--- src/rtl/instr_fetch_ctrl.sv ---
// Instruction fetch sequencer: owns the PC, runs a busywait read handshake, and buffers one word until consumed.
// Latency: at least one cycle in FETCH, so peak throughput is one word every two cycles. STALL holds the issued word and the PC.
module instr_fetch_ctrl #(
    parameter logic [31:0] RESET_PC = 32'h0000_0000,
    parameter int          PC_STEP  = 4,
    parameter int          CNT_W    = 16
) (
    input  logic             CLK,
    input  logic             RESET,
    output logic             IMEM_READ,
    output logic [31:0]      IMEM_ADDR,
    input  logic [31:0]      IMEM_RDATA,
    input  logic             IMEM_BUSYWAIT,
    input  logic             STALL,
    input  logic             REDIRECT,
    input  logic [31:0]      REDIRECT_PC,
    input  logic             HALT,
    output logic [31:0]      PC,
    output logic [31:0]      INSTRUCTION,
    output logic             INSTR_VALID,
    output logic             HALTED,
    output logic [CNT_W-1:0] FETCH_COUNT
);

    typedef enum logic [1:0] {
        S_IDLE   = 2'd0,
        S_FETCH  = 2'd1,
        S_ISSUE  = 2'd2,
        S_HALTED = 2'd3
    } state_t;

    localparam logic [31:0]      PC_INC  = 32'(PC_STEP);
    localparam logic [CNT_W-1:0] CNT_ONE = CNT_W'(1);

    state_t state;

    // Reset clears state immediately, so a pending read is dropped without waiting for an edge.
    assign IMEM_READ = (state == S_FETCH);
    assign HALTED    = (state == S_HALTED);
    assign IMEM_ADDR = PC;

    always_ff @(posedge CLK or posedge RESET) begin
        if (RESET) begin
            state       <= S_IDLE;
            PC          <= RESET_PC;
            INSTRUCTION <= 32'h0;
            INSTR_VALID <= 1'b0;
            FETCH_COUNT <= '0;
        end else begin
            case (state)
                S_IDLE: state <= S_FETCH;
                S_FETCH: begin
                    if (!IMEM_BUSYWAIT) begin
                        INSTRUCTION <= IMEM_RDATA;
                        INSTR_VALID <= 1'b1;
                        FETCH_COUNT <= FETCH_COUNT + CNT_ONE;
                        state       <= S_ISSUE;
                    end
                end
                S_ISSUE: begin
                    // HALT wins over REDIRECT; both are only honoured on the consuming edge.
                    if (!STALL) begin
                        INSTR_VALID <= 1'b0;
                        if (HALT) begin
                            state <= S_HALTED;
                        end else begin
                            PC    <= REDIRECT ? (REDIRECT_PC & 32'hFFFF_FFFC) : (PC + PC_INC);
                            state <= S_FETCH;
                        end
                    end
                end
                default: state <= S_HALTED;
            endcase
        end
    end

endmodule

--- config.mk ---
export PLATFORM = sky130hd
export DESIGN_NAME = instr_fetch_ctrl
export DESIGN_NICKNAME = d
export VERILOG_FILES = /design/src/rtl/instr_fetch_ctrl.sv
export SDC_FILE = /design/constraint.sdc
export NUM_CORES = 1
export LEC_CHECK = 0
export BUFFER_PORTS_ARGS = -buffer_cell sky130_fd_sc_hd__buf_2
export CAP_MARGIN = 5
export CORE_MARGIN = 2
export CORE_UTILIZATION = 34
export DETAILED_ROUTE_END_ITERATION = 8
export GPL_TIMING_DRIVEN = 1
export PLACE_DENSITY = 0.7
export SETUP_SLACK_MARGIN = 0.1
export SYNTH_ARGS = -nofsm -noshare
export SYNTH_HDL_FRONTEND = slang
export SYNTH_SLANG_ARGS = --single-unit
--- constraint.sdc ---
create_clock -name CLK -period 2.95 [get_ports CLK]
set_input_delay 0.295 -clock CLK [delete_from_list [all_inputs] [get_ports CLK]]
set_output_delay 0.295 -clock CLK [all_outputs]
set_load 0.005 [all_outputs]
Word level (Yosys, flattened, before mapping)
Cells that the tools add are included.
- input bits: 70
- flip-flop bits (word level): 83
- output and inout bits: 115
- equal/unequal tests: 5
- bitwise operators: 3
- muxes and demuxes: 8
- add/sub/neg operators: 2
- reductions and logical operators: 6
- operators by type and width (cell ; count):
    adder 32 x 3 -> 32 bit (second input constant) ; 1
    2-to-1 mux 32 bit ; 1
    adder 16 x 1 -> 16 bit (second input constant) ; 1
    2-to-1 mux 2 bit ; 3
    case mux 2 bit (3 select lines) ; 1
    AND reduction 3 bit ; 2
    equality test 2 bit (second input constant) ; 2
    != test 2 bit (second input constant) ; 2
    AND reduction 2 bit ; 2
    inverter 1 bit ; 3
    equality test 2 x 1 -> 1 bit (second input constant) ; 1
    zero test 2 bit ; 1
    2-to-1 mux 1 bit ; 2
    case mux 1 bit (2 select lines) ; 1
    nonzero test 2 bit ; 1

Longest topological paths before layout
Gate-level depths: netlist (run 1).
- word-level depth: 3
- gate-level depth with buffers: 8

Worst setup path before layout (run 1)
No wires, ideal clock.
- path type: reg-to-reg
- start: reg state[1]
- end: reg INSTRUCTION[12]
- buffers on the path: 2
- data arrival time: 1.894 ns
- cell stages (with the launch flop): 7
- data required time: 2.825 ns
- path slack: 0.932 ns
- period minus slack after synthesis: 2.018 ns
- library setup time: 0.125 ns
- cells stage by stage: dfrtp_1 inv_1 ha_1 nor2b_1 buf_1 clkbuf_1 mux2_2
- cells in the longest elaborated chain, start to end: 2
- ends and longest elaborated chain (what ; RTL line ; text):
    start, declared ; 35 ; state_t state;
    start signal, assigned ; 44 ; state <= S_IDLE;
    start signal, assigned ; 51 ; S_IDLE: state <= S_FETCH;
    start signal, assigned ; 57 ; state <= S_ISSUE;
    equality test 2 x 1 -> 1 bit ; -- ;
    net IMEM_READ ; 10 ; output logic IMEM_READ,
    AND reduction 2 bit (no source line) ; -- ;
    end signal, assigned ; 46 ; INSTRUCTION <= 32'h0;
    end signal, assigned ; 54 ; INSTRUCTION <= IMEM_RDATA;
    end, declared ; 19 ; output logic [31:0] INSTRUCTION,
The timed path passes the listed nets, and every way through them passes these cells.
A chain may end at the register's enable or synchronous reset.

Worst setup path in the final report (run 1)
- start: reg PC[2], in the netlist IMEM_ADDR[2]
- end: reg PC[22], in the netlist IMEM_ADDR[22]
- cells in the longest elaborated chain, start to end: 2
- ends and longest elaborated chain (what ; RTL line ; text):
    start, declared ; 18 ; output logic [31:0] PC,
    start signal, assigned ; 67 ; PC <= REDIRECT ? (REDIRECT_PC & 32'hFFFF_FFFC) : (PC + PC_INC);
    adder 32 x 3 -> 32 bit ; 67 ;
    2-to-1 mux 32 bit ; 67 ;
Every way passes these cells.

==> summary.md, run 1 <==
| Metric | Value |
|---|---|
| Starting Density | between 30% and 40% |
| Final HPWL DP | 8.49 mm |
| Routed length per instance | 15.8 um |
| Synth Instances | between 400 and 500 |
| F_max | 0.436 GHz |
| Clock slew at reported path FFs | around 0.070 ns |
| Worst skew pair latency | roughly 0.34 ns |
| Detail Route Antenna Nets | 0 |
| Area share of the largest cell type after synthesis | 47.5% |
| Switching power total | around 1.7 mW |
| P&R area growth vs syn | 27.8% |
| Global placement routability congestion | approximately 0.8 |
| Metal3 WL | between 700 and 800 um |
| Resized cells post-CTS | 0 |
| Io pins | 185 |
| Worst Tran Pin Value | slightly above 0.9 ns |
| Final nets | 637 |
| Initial antenna violation count | 0 |
| Top routing layer in use | met4 |
| Top fanout value on the critical path | 7 |
| Switch share | 34.0% |
| Met2 routed WL | ~5.7 mm |
| Worst setup SP type | flip-flop |
| Slew Limit Fails | 0 |
| Full die area | about 13000 um^2 |
| Sequential area share after synthesis | between 40 and 50% |
| Clk buf depth | 2 |
| Area leader, netlist | dfrtp_1 |
| Distinct cells, synth | 52 |
| Final WL | roughly 12 mm |
| Maximum VDD drop | about 370 uV |
| Initial DRC count | ~170 |
| PortBufs | 178 |
| Clk sinks | 81 |
| Pleak | 2.59 nW |
| Clock Skew | about 0.0077 ns |
| Cell Rows | 40 |
| H-tree levels | 3 |
| Syn. warnings | 0 |
| First-pass GRT wire length | ~18 mm |
| Design Area, Final | between 5000 and 6000 um^2 |
| Antenna diodes | 0 |
| Syn avg cell area | just over 10 um^2 |
| Mapped cell area | about 4300 um^2 |
| Final setup viols | 0 |
| Post-CTS setup buffers | 0 |
| Wl on met1 | 5.00 mm |
| Setup_tns | 0 ns |
| Crit Path Class | flip-flop to flip-flop |
| Type of destination of the critical path | flip-flop |
| Die Wd | 116 um |
| Hold Vio Cnt, Final | 0 |
| DRC viols | 0 |
| Outcome | finished, final reports clean |
| Total global routing overflow | 0 |
| Clock Root Buffer | clkbuf_16 |
| First-pass DRT Iterations | 4 |
| Period minus WS final | 2.29 ns |
| Crit path arrival time | 2.53 ns |
| Pin count of the biggest net entering global routing | between 50 and 60 |
| CTS buffer count | 9 |
| Most area-consuming cells after synthesis | dfrtp_1 48%, mux2_2 8.7%, buf_4 6.2% |
| RSZ-0062 raised after global routing | false |
| Area of the core | between 10000 and 15000 um^2 |
| Hold Crit Class | primary input to asynchronous set/reset pin |
| Pwr/cell area | between 900 and 1000 nW/um^2 |
| Asr flop ratio synth | 100% |
| Die span in y | 116 um |
| Pint | around 3.2 mW |
| Layout cell share with drive strength beyond 1 | about 43% |
| Vias post-DR | about 3800 |
| Final Cycle Share | between 70% and 80% |
| Hold Buf Count CTS | 0 |
| Top FF cell, synth | dfrtp_1 |
| Register bit total from synthesis | a little over 80 |
| Relative slew slack | 38.3% |
| Vias in the first global route | approximately 3600 |
| Gr usage total | 17.2% |
| Reg power frac | between 40% and 50% |
| Clock Power Share | 25.5% |
| Vias/cell | roughly 5.1 |
| Post-place instance area | a little over 5000 um^2 |
| CTS tree | yes |
| Comb pwr share | 33.3% |
| Post-synth EDFFs | 0 |
| Max-Cap Viols | 0 |
| CP required | 3.19 ns |
[stage by stage]
stage,util (%),setup slack (ns),std cells,total power [mW],hold WS (ns)
final,45.0,0.656,735,4.91,0.0331
after CTS,45.0,0.632,735,4.99,0.0485
after detailed placement,42.2,0.651,719,3.71,0.411
after global placement,42.2,0.738,719,3.62,0.402
after floorplan,-,0.575,421,3.02,0.444
after global routing,45.0,0.477,735,5.29,0.0740
[registers in the layout, indices dropped and copies added, names as in the netlist]
name / flops
FETCH_COUNT: 16
state: 2
INSTRUCTION: 32
IMEM_ADDR: 30
INSTR_VALID: 1
[placed cells by master (no fill, tap or decap), drive strengths merged, types with 6 or more instances in the layout]
master    n
clkbuf   11
o22ai     6
buf     185
mux2     33
nand2    22
inv       7
a31oi     7
nor4      9
o21ai    24
xnor2    10
nand4    11
dfrtp    81
a21oi    21
nor3      7
and3     10
nor2     24
nand3    23
[final cells by class]
class | instances | area (um^2)
Tap cell | 168 | 210
Timing Repair Buffer | 185 | 956
Clock inverter | 5 | 85.1
Multi-Input combinational cell | 279 | 1900
Sequential cell | 81 | 2030
Inverter | 6 | 23.8
Clock buffer | 11 | 253
Fill cell | 1169 | 6660
[cell usage after synthesis, types with 3 or more instances]
cell,number
xor2_1,5
o21ai_0,24
a21oi_1,21
nor3_1,7
and3_1,10
nor2b_1,3
or3_1,5
nor4_1,7
xnor2_1,10
inv_1,6
nand3_1,22
clkbuf_1,15
a31oi_1,7
mux2_2,33
o21a_1,3
a22oi_1,3
ha_1,5
o22a_1,3
nand4_1,11
nand2_1,22
buf_2,3
o22ai_1,6
a311oi_1,5
dfrtp_1,81
nor2_1,23
o211ai_1,3
and4_1,5
buf_4,35
[power groups by stage]
stage,sequential [mW],clock [mW],combinational [mW]
finish,2.03,1.25,1.63
global route,2.11,1.34,1.84
CTS,2.03,1.28,1.67
detailed placement,2.05,0,1.67
global placement,1.99,0,1.63
floorplan,1.98,0,1.03
[final timing paths]
kind                                       from              end  slack, ns  cells past startpoint
worst min register to register  FETCH_COUNT[15]  FETCH_COUNT[15]       0.47                      1
worst max register to register     IMEM_ADDR[2]    IMEM_ADDR[22]       0.66                      6
worst min-delay path                      RESET  INSTRUCTION[20]       0.03                      2
worst max-delay path               IMEM_ADDR[2]    IMEM_ADDR[22]       0.66                      6
min in group CLK                  IMEM_RDATA[0]   INSTRUCTION[0]       0.19                      2
max in group asynchronous                 RESET  INSTRUCTION[16]       2.23                      3
[routing by layer]
metal | GRT usage (%) | vias up
li1 | - | 1784
met1 | 22.2 | 1851
met2 | 28.5 | 130
met3 | 4.13 | 16
met4 | 5.95 | 0
met5 | 0 | -
[worst max-delay path, stage by stage (launching register included)]
cell and delay, ns:
dfrtp_1 0.44, ha_1 0.23, nand3_1 0.22, or4_1 0.63, nor2_2 0.28, a211oi_1 0.13
a311oi_1 0.27
[kinds of logic after synthesis]
family                     count (synthesis)  synth area share, %
DFF                                       81                 47.5
and+or+nand+nor                          128                 16.4
other                                      1               0.0879
xor gates and xnor gates                  15                 3.08
buffers and inverters                     61                 8.53
muxes                                     35                 9.18
AOI/OAI and AO/OA                         92                 13.8
adders and majority gates                  5                 1.47
No activity file was read; power rests on OpenSTA's default activity.
==> inputs of run 2 (changes only) <==
- clock period: 2.95 -> 2.19 ns (I/O delays scaled with it)
==> run 2 against run 1 <==
Clock skew is 0.00087 ns lower. Largest cell class unchanged. First-iteration DRC count rose by 42%. Cell count is 2.9% higher. Highest routed layer unchanged. Sequential power increased by 30%.
==> summary.md, run 2 (same netlist as run 1, synthesis figures left out) <==
| Metric | Value |
|---|---|
| Outcome | finished, final reports clean |
| Pin count of the biggest net entering global routing | 53 (+3.9%) |
| Gr usage total | 17.7% (+0.52 points) |
| CP required | 2.42 ns (-0.77 ns) |
| F_max | 0.491 GHz (+13%) |
| Beginning of the critical path | IMEM_ADDR[3] |
| Top routing layer in use | met4 |
| P&R area growth vs syn | 30.7% |
| Final Cycle Share | 92.9% (+15 points) |
| Layout cell share with drive strength beyond 1 | 45.7% (+2.3 points) |
| Pleak | 2.65 nW (+2.3%) |
| Comb pwr share | 37.5% (+4.2 points) |
| Clk buf depth | 2 (unchanged) |
| Initial antenna violation count | 2 (+2) |
| Top fanout value on the critical path | 5 (-2) |
| Pwr/cell area | 1180 nW/um^2 (+31%) |
| Final nets | 656 (+3.0%) |
| Worst skew pair latency | 0.34 ns (about the same) |
| Switching power total | 2.33 mW (+40%) |
| Hold Crit Class | primary input to flip-flop |
| Total global routing overflow | 0 (unchanged) |
| Full die area | 13500 um^2 (unchanged) |
| Clk sinks | 81 (unchanged) |
| Relative slew slack | 54.4% (+16 points) |
| Switch share | 35.6% (+1.5 points) |
| Vias/cell | 5.13 (-0.23%) |
| Clock Skew | 0.00678 ns (-0.000867 ns) |
| Crit path arrival time | 2.26 ns (-0.27 ns) |
| Final WL | 12.1 mm (+4.0%) |
| Slew Limit Fails | 0 (unchanged) |
| DRC viols | 0 (unchanged) |
| Area of the core | 12100 um^2 (unchanged) |
| CTS tree | yes |
| Max-Cap Viols | 0 (unchanged) |
| Final setup viols | 0 (unchanged) |
| R2r startpoint | IMEM_ADDR[3] |
| Cells on worst reg2reg path | 6 (unchanged) |
| Final HPWL DP | 8.89 mm (+4.8%) |
| Cell Rows | 40 (unchanged) |
| Initial DRC count | 240 (+42%) |
| First-pass GRT wire length | 18.5 mm (+1.1%) |
| PortBufs | 178 (unchanged) |
| Type of destination of the critical path | flip-flop |
| Hold Vio Cnt, Final | 0 (unchanged) |
| First-pass DRT Iterations | 5 (+1) |
| H-tree levels | 3 (unchanged) |
| Vias in the first global route | 3661 (+2.9%) |
| Min-Delay Path Depth | 2 |
| Commonest cells after routing, fill and taps aside | 178 x buf_2, 81 x dfrtp_1, 33 x mux2_2 |
| Wl on met1 | 4.99 mm (-0.16%) |
| Final Util | 46.0% (+1.0 points) |
| Die span in y | 116 um (unchanged) |
| Reg power frac | 40.2% (-1.0 points) |
| CTS buffer count | 9 (unchanged) |
| Worst Tran Pin Value | 0.682 ns (-0.243 ns) |
| Starting Density | 35.2% (unchanged) |
| Setup_tns | 0 ns (unchanged) |
| Die Wd | 116 um (unchanged) |
| Met2 routed WL | 5.95 mm (+4.6%) |
| Vias post-DR | 3880 (+2.6%) |
| RSZ-0062 raised after global routing | false |
| Detail Route Antenna Nets | 0 (unchanged) |
| Clock Power Share | 22.4% (-3.1 points) |
| Clock Root Buffer | clkbuf_16 |
| Crit Path Class | flip-flop to flip-flop |
| Hold path start | IMEM_RDATA[18] |
| Metal3 WL | 849 um (+16%) |
| Io pins | 185 (unchanged) |
| Period minus WS final | 2.04 ns (-0.259 ns) |
| Worst setup SP type | flip-flop |
| Global placement routability congestion | 0.809 (-0.37%) |
| Max reg flops | 32 (unchanged) |
| Maximum VDD drop | 415 uV (+11%) |
| Routed length per instance | 16.0 um (+1.1%) |
| Most common cell after layout, fill and taps aside | buf_2 |
| Pint | 4.23 mW (+30%) |
| Largest reg by FF count | INSTRUCTION |
| Clock slew at reported path FFs | 0.07 ns (about the same) |
[run 2: cell count changes in the layout (fill, tap and decap cells not counted), moves of 2 or more]
cell / before / now
or4_1: 2 / 0
buf_4: 6 / 24
clkinvlp_4: 1 / 4
or4_4: 0 / 2
diode_2: 0 / 2
bufinv_16: 2 / 0
[run 2: final cells by class]
| class | count | area (um^2) |
|---|---|---|
| antenna | 2 | 5.00 |
| clock inverter | 6 | 48.8 |
| tap | 168 | 210 |
| sequential | 81 | 2030 |
| fill | 1215 | 6540 |
| clock buffer | 10 | 239 |
| timing repair buffer | 204 | 1100 |
| multi-input combinational | 279 | 1920 |
| inverter | 6 | 26.3 |
[run 2: through the flow]
stage               hold WS, ns  worst slack (ns)  power (mW)  instance area (um^2)  cells
floorplan                 0.368             0.172        4.06                  4280    421
global route             0.0979            0.0885        7.04                  5570    754
CTS                      0.0908             0.119        6.61                  5540    751
finish                    0.106             0.155        6.56                  5580    756
global placement          0.348             0.157        5.00                  5230    734
detailed placement        0.370            0.0248        5.12                  5230    734
[run 2: critical path, stage by stage (launching register included)]
cell,delay [ns]
dfrtp_1,0.38
ha_2,0.21
nand3_1,0.12
or4_4,0.59
nor2_4,0.16
a311oi_1,0.13
a311oi_1,0.33
[run 2: metal layers]
metal	GRT usage [%]	vias to the layer above
met1	22.8	1861
met4	8.49	0
met3	4.39	23
met5	0	-
met2	28.2	166
li1	-	1830
[run 2: final timing paths]
kind                                   end  slack, ns
setup / recovery             IMEM_ADDR[26]       0.15
hold / removal             INSTRUCTION[18]       0.11
setup reg to reg             IMEM_ADDR[26]       0.15
hold reg to reg            FETCH_COUNT[15]       0.47
max in group asynchronous  FETCH_COUNT[10]       0.97
min in group asynchronous  INSTRUCTION[21]       0.52
[run 2: power groups by stage]
stage	registers (mW)	logic (mW)	clock network (mW)
5_1_grt	2.73	2.74	1.57
3_5_place_dp	2.67	2.45	0
6_report	2.63	2.46	1.47
4_1_cts	2.64	2.46	1.51
2_1_floorplan	2.67	1.39	0
3_3_place_gp	2.61	2.39	0
[run 2: what timing repair did]
action                                  4_1_cts  5_1_grt
hold buffers                                  1        0
setup buffers                                 0        3
hold endpoints to repair                      2        0
pin swaps                                     0        2
endpoints found under the setup margin        2       10
gates resized for setup                       2        4
==> inputs of run 3 (changes only) <==
- CORE_MARGIN: 2 -> not set
- CORE_UTILIZATION: 34 -> 48
- HOLD_SLACK_MARGIN: not set -> 0.02
- PLACE_DENSITY: 0.7 -> 0.91
==> run 3 against run 2 <==
Clock skew increased by 0.0075 ns. Die area fell by 31%. Sequential share of layout area rose by 1.3 points. Via count is 0.49% higher. Clock-buffer cell count down 1. Cell count shrank 8.7%. Global-route usage up 5.8 points. Clock power fell by 21%. Worst hold slack worse by 0.0091 ns. Largest cell class unchanged.
==> summary.md, run 3 (same netlist as run 1, synthesis figures left out) <==
| Metric | Value |
|---|---|
| Storage cell area | 2030 um^2 (unchanged) |
| Layout cell share with drive strength beyond 1 | 45.0% (-0.72 points) |
| Area of the multi-input gates | 1910 um^2 (-0.26%) |
| PortBufs | 178 (unchanged) |
| Outcome | finished, final reports clean |
| Crit Path Class | flip-flop to flip-flop |
| Final setup viols | 0 (unchanged) |
| F_max | 0.500 GHz (+1.7%) |
| Starting Density | 49.2% (+14 points) |
| Antenna diodes | 0 (-2) |
| Worst setup SP type | flip-flop |
| Max-Cap Viols | 0 (unchanged) |
| Largest reg by FF count | INSTRUCTION |
| Most common cell after layout, fill and taps aside | buf_2 |
| Slew Limit Fails | 0 (unchanged) |
| CTS buffer count | 9 (unchanged) |
| CTS tree | yes |
| Full die area | 9270 um^2 (-31%) |
| Pin count of the biggest net entering global routing | 52 (-1.9%) |
| Worst Tran Pin Value | 0.739 ns (+0.0570 ns) |
| Gr usage total | 23.6% (+5.8 points) |
| DRC viols | 0 (unchanged) |
| Commonest cells after routing, fill and taps aside | 178 x buf_2, 81 x dfrtp_1, 33 x mux2_2 |
| First-pass GRT wire length | 17.0 mm (-8.1%) |
| Initial DRC count | 209 (-13%) |
| Vias post-DR | 3899 (+0.49%) |
| Filler cell count in the final layout | 735 (-40%) |
| Setup_tns | 0 ns (unchanged) |
| RSZ-0062 raised after global routing | true |
| Worst skew pair latency | 0.34 ns (about the same) |
| Top fanout value on the critical path | 6 (+1) |
| DP Worst Slack | 0.0510 ns (+0.0262 ns) |
| H-tree levels | 3 (unchanged) |
| Vias/cell | 5.65 (+10%) |
| Maximum VDD drop | 552 uV (+33%) |
| Total global routing overflow | 0 (unchanged) |
| Clk buf depth | 2 (unchanged) |
| Routed length per instance | 16.2 um (+1.0%) |
| Final Cycle Share | 91.4% (-1.6 points) |
| Io pins | 185 (unchanged) |
| Final HPWL DP | 8.10 mm (-8.9%) |
| CP required | 2.42 ns (about the same) |
| Pleak | 2.60 nW (-1.9%) |
| Die Wd | 96.3 um (-17%) |
| Max reg flops | 32 (unchanged) |
| Area of the core | 8680 um^2 (-28%) |
| Clock Skew | 0.0143 ns (+0.00748 ns) |
| Relative slew slack | 50.6% (-3.8 points) |
| Setup WS post-layout | 0.189 ns (+0.0344 ns) |
| First-pass DRT Iterations | 5 (unchanged) |
| Initial antenna violation count | 0 (-2) |
| Die span in y | 96.3 um (-17%) |
| Min-Delay Path Depth | 2 (unchanged) |
| Final nets | 652 (-0.61%) |
| Clock Root Buffer | clkbuf_8 |
| Clk sinks | 81 (unchanged) |
| Clock slew at reported path FFs | 0.10 ns (+0.03 ns) |
| Global placement routability congestion | 0.865 (+6.9%) |
| Crit path arrival time | 2.23 ns (-0.03 ns) |
| Pwr/cell area | 1150 nW/um^2 (-2.1%) |
| Vias in the first global route | 3636 (-0.68%) |
| Period minus WS final | 2.00 ns (-0.0344 ns) |
| Detail Route Antenna Nets | 0 (unchanged) |
| Type of destination of the critical path | flip-flop |
| Hold Vio Cnt, Final | 0 (unchanged) |
| Cells on worst reg2reg path | 6 (unchanged) |
| Final WL | 11.2 mm (-7.8%) |
| Cell Rows | 34 (-15%) |
| P&R area growth vs syn | 26.1% |
| Hold Crit Class | primary input to flip-flop |
[run 3: cell count changes in the layout (fill, tap and decap cells not counted), sizes merged, moves of 2 or more]
cell	previous run	this run
buf	203	199
inv	7	10
clkinvlp	4	2
diode	2	0
[run 3: per-stage QoR]
step / utilization (%) / cell area [um^2] / power, mW / instances / hold WS [ns]
after CTS: 61.9 / 5370 / 6.24 / 690 / 0.0810
after global routing: 62.0 / 5380 / 6.69 / 690 / 0.0821
after detailed placement: 59.2 / 5130 / 5.04 / 671 / 0.380
final: 62.0 / 5380 / 6.20 / 690 / 0.0965
after floorplan: - / 4280 / 4.06 / 421 / 0.368
after global placement: 59.2 / 5130 / 4.88 / 671 / 0.364
[run 3: critical path: stages, from the launching register on]
cell and delay, ns:
dfrtp_1 0.38, ha_1 0.21, nand3_1 0.12, or4_4 0.59, nor2_4 0.19, a211oi_1 0.09, a311oi_1 0.31
[run 3: what timing repair did]
| action | CTS | global route |
|---|---|---|
| hold endpoints to repair | 30 | 0 |
| buffers inserted | 2 | 0 |
| endpoints found under the setup margin | 2 | 4 |
| hold buffers | 1 | 0 |
| gates resized for setup | 2 | 2 |
[run 3: final cells by class]
class	count	area share, %
sequential	81	37.7
multi-input combinational	279	35.6
timing repair buffer	200	19.9
tap	108	2.51
clock buffer	9	2.30
clock inverter	7	1.51
inverter	6	0.488
[run 3: routing by layer]
layer / up-vias / wire (um) / GRT usage, %
li1: 1812 / - / -
met1: 1889 / 4560 / 29.9
met2: 180 / 5720 / 40.8
met3: 18 / 747 / 3.87
met4: 0 / 131 / 7.46
met5: - / 0 / 0
[run 3: report_power, final]
| part | internal (mW) | switching, mW |
|---|---|---|
| combinational | 1.29 | 1.08 |
| clock | 0.548 | 0.613 |
| sequential | 2.08 | 0.578 |
[run 3: path summary, 6_finish.rpt]
check / slack (ns) / startpoint / endpoint
max: 0.19 / IMEM_ADDR[3] / IMEM_ADDR[22]
min: 0.1 / IMEM_RDATA[29] / INSTRUCTION[29]
max reg2reg: 0.19 / IMEM_ADDR[3] / IMEM_ADDR[22]
min reg2reg: 0.48 / FETCH_COUNT[15] / FETCH_COUNT[15]
max in group asynchronous: 0.96 / RESET / INSTR_VALID
min in group asynchronous: 0.55 / RESET / IMEM_ADDR[2]
